===== src/rtl/sbox_cfg_loader_pkg.sv =====
// ----------------------------------------------------------------------------
// sbox_cfg_pkg
// Shared constants and types for the switch-box configuration loader:
//   - route entry layout and side codes
//   - loader FSM state encoding
//   - reject-reason codes
//   - frame length constants
// No ports (package).
// ----------------------------------------------------------------------------
package sbox_cfg_pkg;

    // Route entry: source wire index in the upper half, source side in the lower.
    typedef struct packed {
        logic [2:0] idx;
        logic [2:0] side;
    } entry_t;

    localparam logic [2:0] SIDE_OFF    = 3'd0;
    localparam logic [2:0] SIDE_TOP    = 3'd1;
    localparam logic [2:0] SIDE_RIGHT  = 3'd2;
    localparam logic [2:0] SIDE_BOTTOM = 3'd3;
    localparam logic [2:0] SIDE_LEFT   = 3'd4;

    localparam logic [1:0] ST_HUNT  = 2'd0;
    localparam logic [1:0] ST_LOAD  = 2'd1;
    localparam logic [1:0] ST_CHECK = 2'd2;
    localparam logic [1:0] ST_EVAL  = 2'd3;

    localparam logic [1:0] ERR_NONE  = 2'b00;
    localparam logic [1:0] ERR_CKSUM = 2'b01;
    localparam logic [1:0] ERR_RANGE = 2'b10;

    localparam int PAYLOAD_BITS = 108;
    localparam int CKSUM_BITS   = 6;

endpackage


===== src/rtl/sbox_cfg_loader_if.sv =====
// ----------------------------------------------------------------------------
// sbox_cfg_loader_if
// Bundle between the fabric configuration controller (master) and the loader
// (slave).
//   cfg_din/cfg_valid/cfg_abort : serial frame stream, controller -> loader
//   cfg_top/bottom/left/right   : committed route entries, loader -> switch box
//   busy/done/err/err_code      : loader status, loader -> controller
// ----------------------------------------------------------------------------
interface sbox_cfg_loader_if #(
    parameter int N_TB = 5,
    parameter int N_LR = 4
);
    logic                  cfg_din;
    logic                  cfg_valid;
    logic                  cfg_abort;
    logic [N_TB*6-1:0]     cfg_top;
    logic [N_TB*6-1:0]     cfg_bottom;
    logic [N_LR*6-1:0]     cfg_left;
    logic [N_LR*6-1:0]     cfg_right;
    logic                  busy;
    logic                  done;
    logic                  err;
    logic [1:0]            err_code;

    modport master (
        output cfg_din, cfg_valid, cfg_abort,
        input  cfg_top, cfg_bottom, cfg_left, cfg_right,
        input  busy, done, err, err_code
    );

    modport slave (
        input  cfg_din, cfg_valid, cfg_abort,
        output cfg_top, cfg_bottom, cfg_left, cfg_right,
        output busy, done, err, err_code
    );
endinterface


===== src/rtl/sbox_cfg_loader_entry_check.sv =====
// ----------------------------------------------------------------------------
// sbox_entry_check
// Combinational legality check of one 6-bit route entry.
//   i_entry : {idx[2:0], side[2:0]}
//   o_legal : 1 when the index exists on the named side (side OFF always legal)
// ----------------------------------------------------------------------------
module sbox_entry_check
    import sbox_cfg_pkg::*;
#(
    parameter int N_TB = 5,
    parameter int N_LR = 4
) (
    input  logic [5:0] i_entry,
    output logic       o_legal
);
    entry_t w_e;
    assign w_e = i_entry;

    always_comb begin
        o_legal = 1'b0;
        case (w_e.side)
            SIDE_OFF:                o_legal = 1'b1;
            SIDE_TOP,  SIDE_BOTTOM:  o_legal = (w_e.idx <= 3'(N_TB - 1));
            SIDE_RIGHT, SIDE_LEFT:   o_legal = (w_e.idx <= 3'(N_LR - 1));
            default:                 o_legal = 1'b0;
        endcase
    end
endmodule


===== src/rtl/sbox_cfg_loader.sv =====
// ----------------------------------------------------------------------------
// sbox_cfg_loader
// Serial configuration writer for a 5/5/4/4 switch box. Hunts for a sync word,
// shifts a payload of route entries into a shadow, shifts a checksum, then in
// one EVAL cycle validates and either commits the whole shadow or rejects it.
//   clk, rst : clock, synchronous active-high reset
//   bus      : sbox_cfg_loader_if.slave (stream in, config + status out)
// ----------------------------------------------------------------------------
module sbox_cfg_loader
    import sbox_cfg_pkg::*;
#(
    parameter logic [7:0] SYNC_WORD = 8'hA5,
    parameter int         N_TB      = 5,
    parameter int         N_LR      = 4,
    parameter int         ENTRY_W   = 6
) (
    input  logic             clk,
    input  logic             rst,
    sbox_cfg_loader_if.slave bus
);
    localparam int N_ENT = 2 * N_TB + 2 * N_LR;
    localparam int PAY_W = N_ENT * ENTRY_W;

    logic [1:0]                          r_state;
    logic [7:0]                          r_win;
    logic [6:0]                          r_bitcnt;
    logic [PAY_W-1:0]                    r_shadow;
    logic [CKSUM_BITS-1:0]               r_cksum;
    logic [N_ENT-1:0][ENTRY_W-1:0]       r_active;
    logic                                r_done;
    logic                                r_err;
    logic [1:0]                          r_err_code;

    logic [7:0]                          w_win_nxt;
    logic [N_ENT-1:0][ENTRY_W-1:0]       w_ent;
    logic [N_ENT-1:0]                    w_legal;
    logic [ENTRY_W-1:0]                  w_xor;
    logic                                w_cks_ok;
    logic                                w_rng_ok;
    logic [6:0]                          w_cnt_inc;
    logic [N_TB*ENTRY_W-1:0]             w_top;
    logic [N_TB*ENTRY_W-1:0]             w_bottom;
    logic [N_LR*ENTRY_W-1:0]             w_left;
    logic [N_LR*ENTRY_W-1:0]             w_right;

    assign w_win_nxt = {r_win[6:0], bus.cfg_din};
    // Counter holds at all-ones rather than wrapping.
    assign w_cnt_inc = (r_bitcnt == 7'h7F) ? r_bitcnt : r_bitcnt + 7'd1;

    // First entry shifted in ends up in the top bits of the shadow.
    always_comb begin
        w_ent = '0;
        w_xor = '0;
        for (int k = 0; k < N_ENT; k++) begin
            w_ent[k] = r_shadow[PAY_W-1-ENTRY_W*k -: ENTRY_W];
            w_xor    = w_xor ^ w_ent[k];
        end
    end

    for (genvar k = 0; k < N_ENT; k++) begin : g_chk
        sbox_entry_check #(.N_TB(N_TB), .N_LR(N_LR)) u_chk (
            .i_entry (w_ent[k]),
            .o_legal (w_legal[k])
        );
    end

    assign w_cks_ok = (w_xor == r_cksum);
    assign w_rng_ok = &w_legal;

    always_ff @(posedge clk) begin
        if (rst) begin
            r_state    <= ST_HUNT;
            r_win      <= '0;
            r_bitcnt   <= '0;
            r_shadow   <= '0;
            r_cksum    <= '0;
            r_active   <= '0;
            r_done     <= 1'b0;
            r_err      <= 1'b0;
            r_err_code <= ERR_NONE;
        end else begin
            r_done <= 1'b0;
            r_err  <= 1'b0;
            case (r_state)
                ST_HUNT: begin
                    if (bus.cfg_abort) begin
                        r_win <= '0;
                    end else if (bus.cfg_valid) begin
                        if (w_win_nxt == SYNC_WORD) begin
                            // Start the next hunt from an empty window.
                            r_state  <= ST_LOAD;
                            r_win    <= '0;
                            r_bitcnt <= '0;
                        end else begin
                            r_win <= w_win_nxt;
                        end
                    end
                end
                ST_LOAD: begin
                    if (bus.cfg_abort) begin
                        r_state  <= ST_HUNT;
                        r_bitcnt <= '0;
                        r_shadow <= '0;
                    end else if (bus.cfg_valid) begin
                        r_shadow <= {r_shadow[PAY_W-2:0], bus.cfg_din};
                        if (r_bitcnt == 7'(PAY_W - 1)) begin
                            r_state  <= ST_CHECK;
                            r_bitcnt <= '0;
                        end else begin
                            r_bitcnt <= w_cnt_inc;
                        end
                    end
                end
                ST_CHECK: begin
                    if (bus.cfg_abort) begin
                        r_state  <= ST_HUNT;
                        r_bitcnt <= '0;
                        r_shadow <= '0;
                        r_cksum  <= '0;
                    end else if (bus.cfg_valid) begin
                        r_cksum <= {r_cksum[CKSUM_BITS-2:0], bus.cfg_din};
                        if (r_bitcnt == 7'(CKSUM_BITS - 1)) begin
                            r_state  <= ST_EVAL;
                            r_bitcnt <= '0;
                        end else begin
                            r_bitcnt <= w_cnt_inc;
                        end
                    end
                end
                ST_EVAL: begin
                    // Single cycle; valid and abort are not looked at here.
                    if (w_cks_ok && w_rng_ok) begin
                        r_active   <= w_ent;
                        r_done     <= 1'b1;
                        r_err_code <= ERR_NONE;
                    end else begin
                        r_err      <= 1'b1;
                        r_err_code <= (w_cks_ok ? ERR_NONE : ERR_CKSUM) |
                                      (w_rng_ok ? ERR_NONE : ERR_RANGE);
                    end
                    r_state  <= ST_HUNT;
                    r_shadow <= '0;
                    r_cksum  <= '0;
                end
                default: r_state <= ST_HUNT;
            endcase
        end
    end

    always_comb begin
        w_top    = '0;
        w_bottom = '0;
        w_left   = '0;
        w_right  = '0;
        for (int i = 0; i < N_TB; i++) begin
            w_top[ENTRY_W*i +: ENTRY_W]    = r_active[i];
            w_bottom[ENTRY_W*i +: ENTRY_W] = r_active[N_TB+i];
        end
        for (int i = 0; i < N_LR; i++) begin
            w_left[ENTRY_W*i +: ENTRY_W]   = r_active[2*N_TB+i];
            w_right[ENTRY_W*i +: ENTRY_W]  = r_active[2*N_TB+N_LR+i];
        end
    end

    assign bus.cfg_top    = w_top;
    assign bus.cfg_bottom = w_bottom;
    assign bus.cfg_left   = w_left;
    assign bus.cfg_right  = w_right;
    assign bus.busy       = (r_state != ST_HUNT);
    assign bus.done       = r_done;
    assign bus.err        = r_err;
    assign bus.err_code   = r_err_code;
endmodule


===== src/flat_wrapper.sv =====
// flat-port wrapper written by rule: the top's interface ports become plain ports
module sbox_cfg_loader_flat import sbox_cfg_pkg::*;
#(
    parameter logic [7:0] SYNC_WORD = 8'hA5,
    parameter int         N_TB      = 5,
    parameter int         N_LR      = 4,
    parameter int         ENTRY_W   = 6
)
  (clk, rst, bus_cfg_din, bus_cfg_valid, bus_cfg_abort, bus_cfg_top, bus_cfg_bottom, bus_cfg_left, bus_cfg_right, bus_busy, bus_done, bus_err, bus_err_code);
  sbox_cfg_loader_if #(.N_TB(N_TB), .N_LR(N_LR)) bus_i ();
  input  logic clk;
  input  logic rst;
  input wire logic [$bits(bus_i.cfg_din)-1:0] bus_cfg_din;
  input wire logic [$bits(bus_i.cfg_valid)-1:0] bus_cfg_valid;
  input wire logic [$bits(bus_i.cfg_abort)-1:0] bus_cfg_abort;
  output wire logic [$bits(bus_i.cfg_top)-1:0] bus_cfg_top;
  output wire logic [$bits(bus_i.cfg_bottom)-1:0] bus_cfg_bottom;
  output wire logic [$bits(bus_i.cfg_left)-1:0] bus_cfg_left;
  output wire logic [$bits(bus_i.cfg_right)-1:0] bus_cfg_right;
  output wire logic [$bits(bus_i.busy)-1:0] bus_busy;
  output wire logic [$bits(bus_i.done)-1:0] bus_done;
  output wire logic [$bits(bus_i.err)-1:0] bus_err;
  output wire logic [$bits(bus_i.err_code)-1:0] bus_err_code;
  assign bus_i.cfg_din = bus_cfg_din;
  assign bus_i.cfg_valid = bus_cfg_valid;
  assign bus_i.cfg_abort = bus_cfg_abort;
  assign bus_cfg_top = bus_i.cfg_top;
  assign bus_cfg_bottom = bus_i.cfg_bottom;
  assign bus_cfg_left = bus_i.cfg_left;
  assign bus_cfg_right = bus_i.cfg_right;
  assign bus_busy = bus_i.busy;
  assign bus_done = bus_i.done;
  assign bus_err = bus_i.err;
  assign bus_err_code = bus_i.err_code;
  sbox_cfg_loader #(.SYNC_WORD(SYNC_WORD), .N_TB(N_TB), .N_LR(N_LR), .ENTRY_W(ENTRY_W)) u_core (.clk(clk), .rst(rst), .bus(bus_i));
endmodule

===== config.mk =====
export PLATFORM = sky130hd
export DESIGN_NAME = sbox_cfg_loader_flat
export DESIGN_NICKNAME = d
export VERILOG_FILES = /design/src/rtl/sbox_cfg_loader_pkg.sv /design/src/rtl/sbox_cfg_loader_if.sv /design/src/rtl/sbox_cfg_loader_entry_check.sv /design/src/rtl/sbox_cfg_loader.sv /design/src/flat_wrapper.sv
export SDC_FILE = /design/constraint.sdc
export NUM_CORES = 1
export LEC_CHECK = 0
export BUFFER_PORTS_ARGS = -buffer_cell sky130_fd_sc_hd__buf_2
export CORE_UTILIZATION = 30
export CTS_CLUSTER_SIZE = 20
export DETAILED_ROUTE_END_ITERATION = 12
export HOLD_SLACK_MARGIN = 0.02
export MAX_ROUTING_LAYER = met4
export SLEW_MARGIN = 25
export SYNTH_ARGS = -nofsm -noshare
export SYNTH_HDL_FRONTEND = slang
export SYNTH_SLANG_ARGS = --single-unit

===== constraint.sdc =====
create_clock -name clk -period 2.5 [get_ports clk]
set_input_delay 0.25 -clock clk [delete_from_list [all_inputs] [get_ports clk]]
set_output_delay 0.25 -clock clk [all_outputs]
set_load 0.005 [all_outputs]

==> results.tsv <==
stage	metric	value	unit
sta	fin_ws	-0.0427	ns
yosys	yosysSeqAreaShare	0.432	
sta	drv_slew	0	
pwr	switching_share	0.236	
yosys	syn_area_per_cell	8.37	um^2
routing	antenna_left	0	
yosys	netlist.top_cell.by_area	dfxtp_1	
finish	syn_to_final_growth	33.8	%
sta	fmax	0.393	GHz
routing	met1_length	17500	um
finish	fillers	3633	
pwr	pwr_density_cell	584	mW/mm^2
floorplan	ios	118	
routing	dr_wl_met2	18300	um
pwr	comb_power_share	0.049	
pwr	p_leak	5.32	nW
global_routing	gr-usage-all-layers	0.193	
run	maxCapViolCount	0	
sta	worstMarginPinSlew	0.740	ns
clocking	clock_latency	0.55	ns
finish	layout_commonest_cell	a21oi_1	
yosys	synth_seq_cells	242	
finish	register_area	0.00488	mm^2
placement	portBuffers	117	
routing	routed_wirelength	39200	um
routing	viasPerCell	5.51	
pwr	clkPwrFrac	0.510	
routing	dr.first_iter.drc_count	1021	
finish	layout.nets	1500	
global_routing	grt_pass1_wl	57600	um
hold_path	hold_class	in2reg	
yosys	async_flop_share	0	
finish	drive_above_1_share	0.281	
critical_path	crit_path_end_kind	register	
floorplan	core-area	0.0367	mm^2
pwr	power_frac_seq	0.441	
finish	multiInputGateArea	0.00635	mm^2
pwr	total_power	0.00876	W
routing	dr_wl_met3	2410	um
yosys	synth_area_leaders	dfxtp_1 43%, a21oi_1 11%, xnor2_1 6.6%, nand4_1 6.3%, o31ai_1 5.9%	
sta	rsz0062_at_grt	yes	
global_routing	overflow	0	
clocking	cts_tree	done	
sta	clock_skew	0.0158	ns
yosys	synth_enable_flop_cells	0	
global_routing	antenna_found_initial	0	
floorplan	start_util	0.306	
routing	wl_per_cell	19.8	um
critical_path	crit_fanout	13	
yosys	yosys_warnings	0	
routing	route.detailed.drc	0	
sta	report.final.hold_viol_count	0	
yosys	synthFlopType	dfxtp_1	
outcome	violations	negative setup slack	
yosys	netlist_instances	1340	
sta	min_period	2.54	ns
clocking	numCtsBuffers	29	
floorplan	fp-row-count	70	
sta	setup_viol	14	
finish	final_cell_mix	239 x a21oi_1, 219 x dfxtp_1, 126 x nand2_1, 116 x nand3_1, 116 x buf_2	
yosys	syn_nets	1353	
sta	min_period_over_period	1.02	
clocking	h-tree-depth	1	
pwr	vdd_drop_max	489	uV
yosys	ys_types	43	
floorplan	die_h	195	um
finish	diodes	0	
critical_path	critPathArrivalTime	2.94	ns
global_routing	grt_max_degree	109	
routing	firstDrtPassIters	6	
clocking	clkSinkCount	242	
sta	relSlewSlack	0.507	
global_routing	grt_pass1_vias	9865	
floorplan	dieArea	0.0382	mm^2
pwr	p_int	0.00669	W
placement	hpwl	24200	um
routing	vias	10897	
critical_path	required	2.89	ns
sta	final.setup.tns	-0.184	ns
clocking	clock-root-buffer	clkbuf_16	
outcome	status	complete, but fails checks	
routing	topRoutingLayerUsed	met4	
yosys	synth.top_cell.area_share	0.432	
placement	place_congestion	0.886	
yosys	syn_area	0.0112	mm^2
clocking	cts_buffer_depth	3	
clocking	clk_pin_slew_worst_paths	0.06	ns
critical_path	worst_setup_path_start_kind	register	
floorplan	die_w	195	um
pwr	p_switching	0.00207	W
critical_path	crit_type	reg2reg	
-- cells by family (layout without fill, tap and decap cells) --
| family | count (synthesis) | count (layout) | share of synthesized area |
|---|---|---|---|
| buffers and inverters | 140 | 308 | 0.0549 |
| and+or+nand+nor | 432 | 432 | 0.190 |
| muxes | 1 | 1 | 0.000892 |
| DFF | 242 | 242 | 0.432 |
| xor gates and xnor gates | 105 | 105 | 0.0893 |
| AOI/OAI and AO/OA | 412 | 412 | 0.225 |
| adders and majority gates | 8 | 8 | 0.00892 |
-- area by class of cell --
cell class	instances	share of cell area
multi-input cells	958	0.423
flip-flops and latches	242	0.325
repair buffers	250	0.144
clock buffers	38	0.0553
well taps	468	0.0390
clock inverters	14	0.0120
inverters	6	0.00150
-- worst max-delay path, stage by stage (launching register included) --
cell and delay, ns:
dfxtp_4 0.38, xnor2_2 0.15, xnor2_1 0.22, xnor3_1 0.48
xnor2_2 0.17, nand4_1 0.18, buf_12 0.22, buf_16 0.17
nor2_2 0.24, a311oi_4 0.17
-- timing repair --
| action | in CTS | in global routing |
|---|---|---|
| setup buffers | 1 | 5 |
| hold endpoints to repair | 1 | 0 |
| endpoints found under the setup margin | 109 | 109 |
| hold buffers | 1 | 0 |
| pin swaps | 2 | 15 |
| cloned | 1 | 11 |
| resized for setup | 26 | 124 |
-- power groups by stage --
stage	sequential, W	combinational, W	clock [W]
2_1_floorplan	0.00395	0.000257	0
3_3_place_gp	0.00396	0.000374	0
3_5_place_dp	0.00396	0.000375	0
4_1_cts	0.00387	0.000384	0.00455
5_1_grt	0.00387	0.000455	0.00472
6_report	0.00387	0.000429	0.00447
-- cells in the mapped netlist (3+ instances only) --
| master | count |
|---|---|
| buf_1 | 12 |
| o31ai_2 | 20 |
| o21ai_0 | 25 |
| and3_1 | 5 |
| buf_2 | 27 |
| a311oi_1 | 3 |
| a21oi_1 | 243 |
| buf_6 | 6 |
| and2_1 | 3 |
| ha_1 | 8 |
| nor2b_1 | 3 |
| nor4_1 | 5 |
| nand4_1 | 113 |
| xnor3_1 | 6 |
| a22oi_1 | 13 |
| nor3_1 | 5 |
| a211oi_1 | 5 |
| xnor2_1 | 85 |
| xor2_1 | 14 |
| o22ai_1 | 3 |
| clkbuf_1 | 86 |
| inv_1 | 6 |
| nand2_1 | 128 |
| nand3_1 | 116 |
| dfxtp_1 | 242 |
| o31ai_1 | 88 |
| o21ai_1 | 3 |
| nor2_1 | 47 |
| buf_4 | 3 |
-- stage by stage --
step                      hold WS [ns]  instance area [um^2]  setup slack, ns  cells   util
after floorplan                  0.398                 11200            0.240   1340      -
final                            0.172                 15000          -0.0427   1976  0.409
after CTS                        0.172                 14100          0.00365   1960  0.384
after detailed placement         0.454                 13000           -0.214   1905  0.353
after global placement           0.452                 13000           -0.261   1905  0.353
after global routing             0.214                 15000           -0.141   1976  0.409
-- state kept, by name, summed over array words and instances (netlist names), 6 cells and up --
name,flops
u_core.r_shadow,108
u_core.bus.cfg_bottom,30
u_core.bus.cfg_left,24
u_core.r_cksum,6
u_core.r_win,7
u_core.bus.cfg_top,30
u_core.bus.cfg_right,24
u_core.r_bitcnt,7
-- final timing paths --
| kind | from | end | slack [ns] | cells past startpoint |
|---|---|---|---|---|
| setup reg to reg | u_core.r_shadow[60] | u_core.bus.err | -0.04 | 9 |
| hold reg to reg | u_core.bus.cfg_top[10] | u_core.bus.cfg_top[10] | 0.46 | 2 |
| hold / removal | rst | u_core.r_win[1] | 0.17 | 2 |
| setup / recovery | u_core.r_shadow[60] | u_core.bus.err | -0.04 | 9 |
-- metal layers --
layer | up-vias | global-route usage
li1 | 5192 | -
met1 | 5290 | 0.266
met2 | 352 | 0.290
met3 | 63 | 0.0314
met4 | 0 | 0.0560
met5 | - | -
No activity file was read; power rests on OpenSTA's default activity.
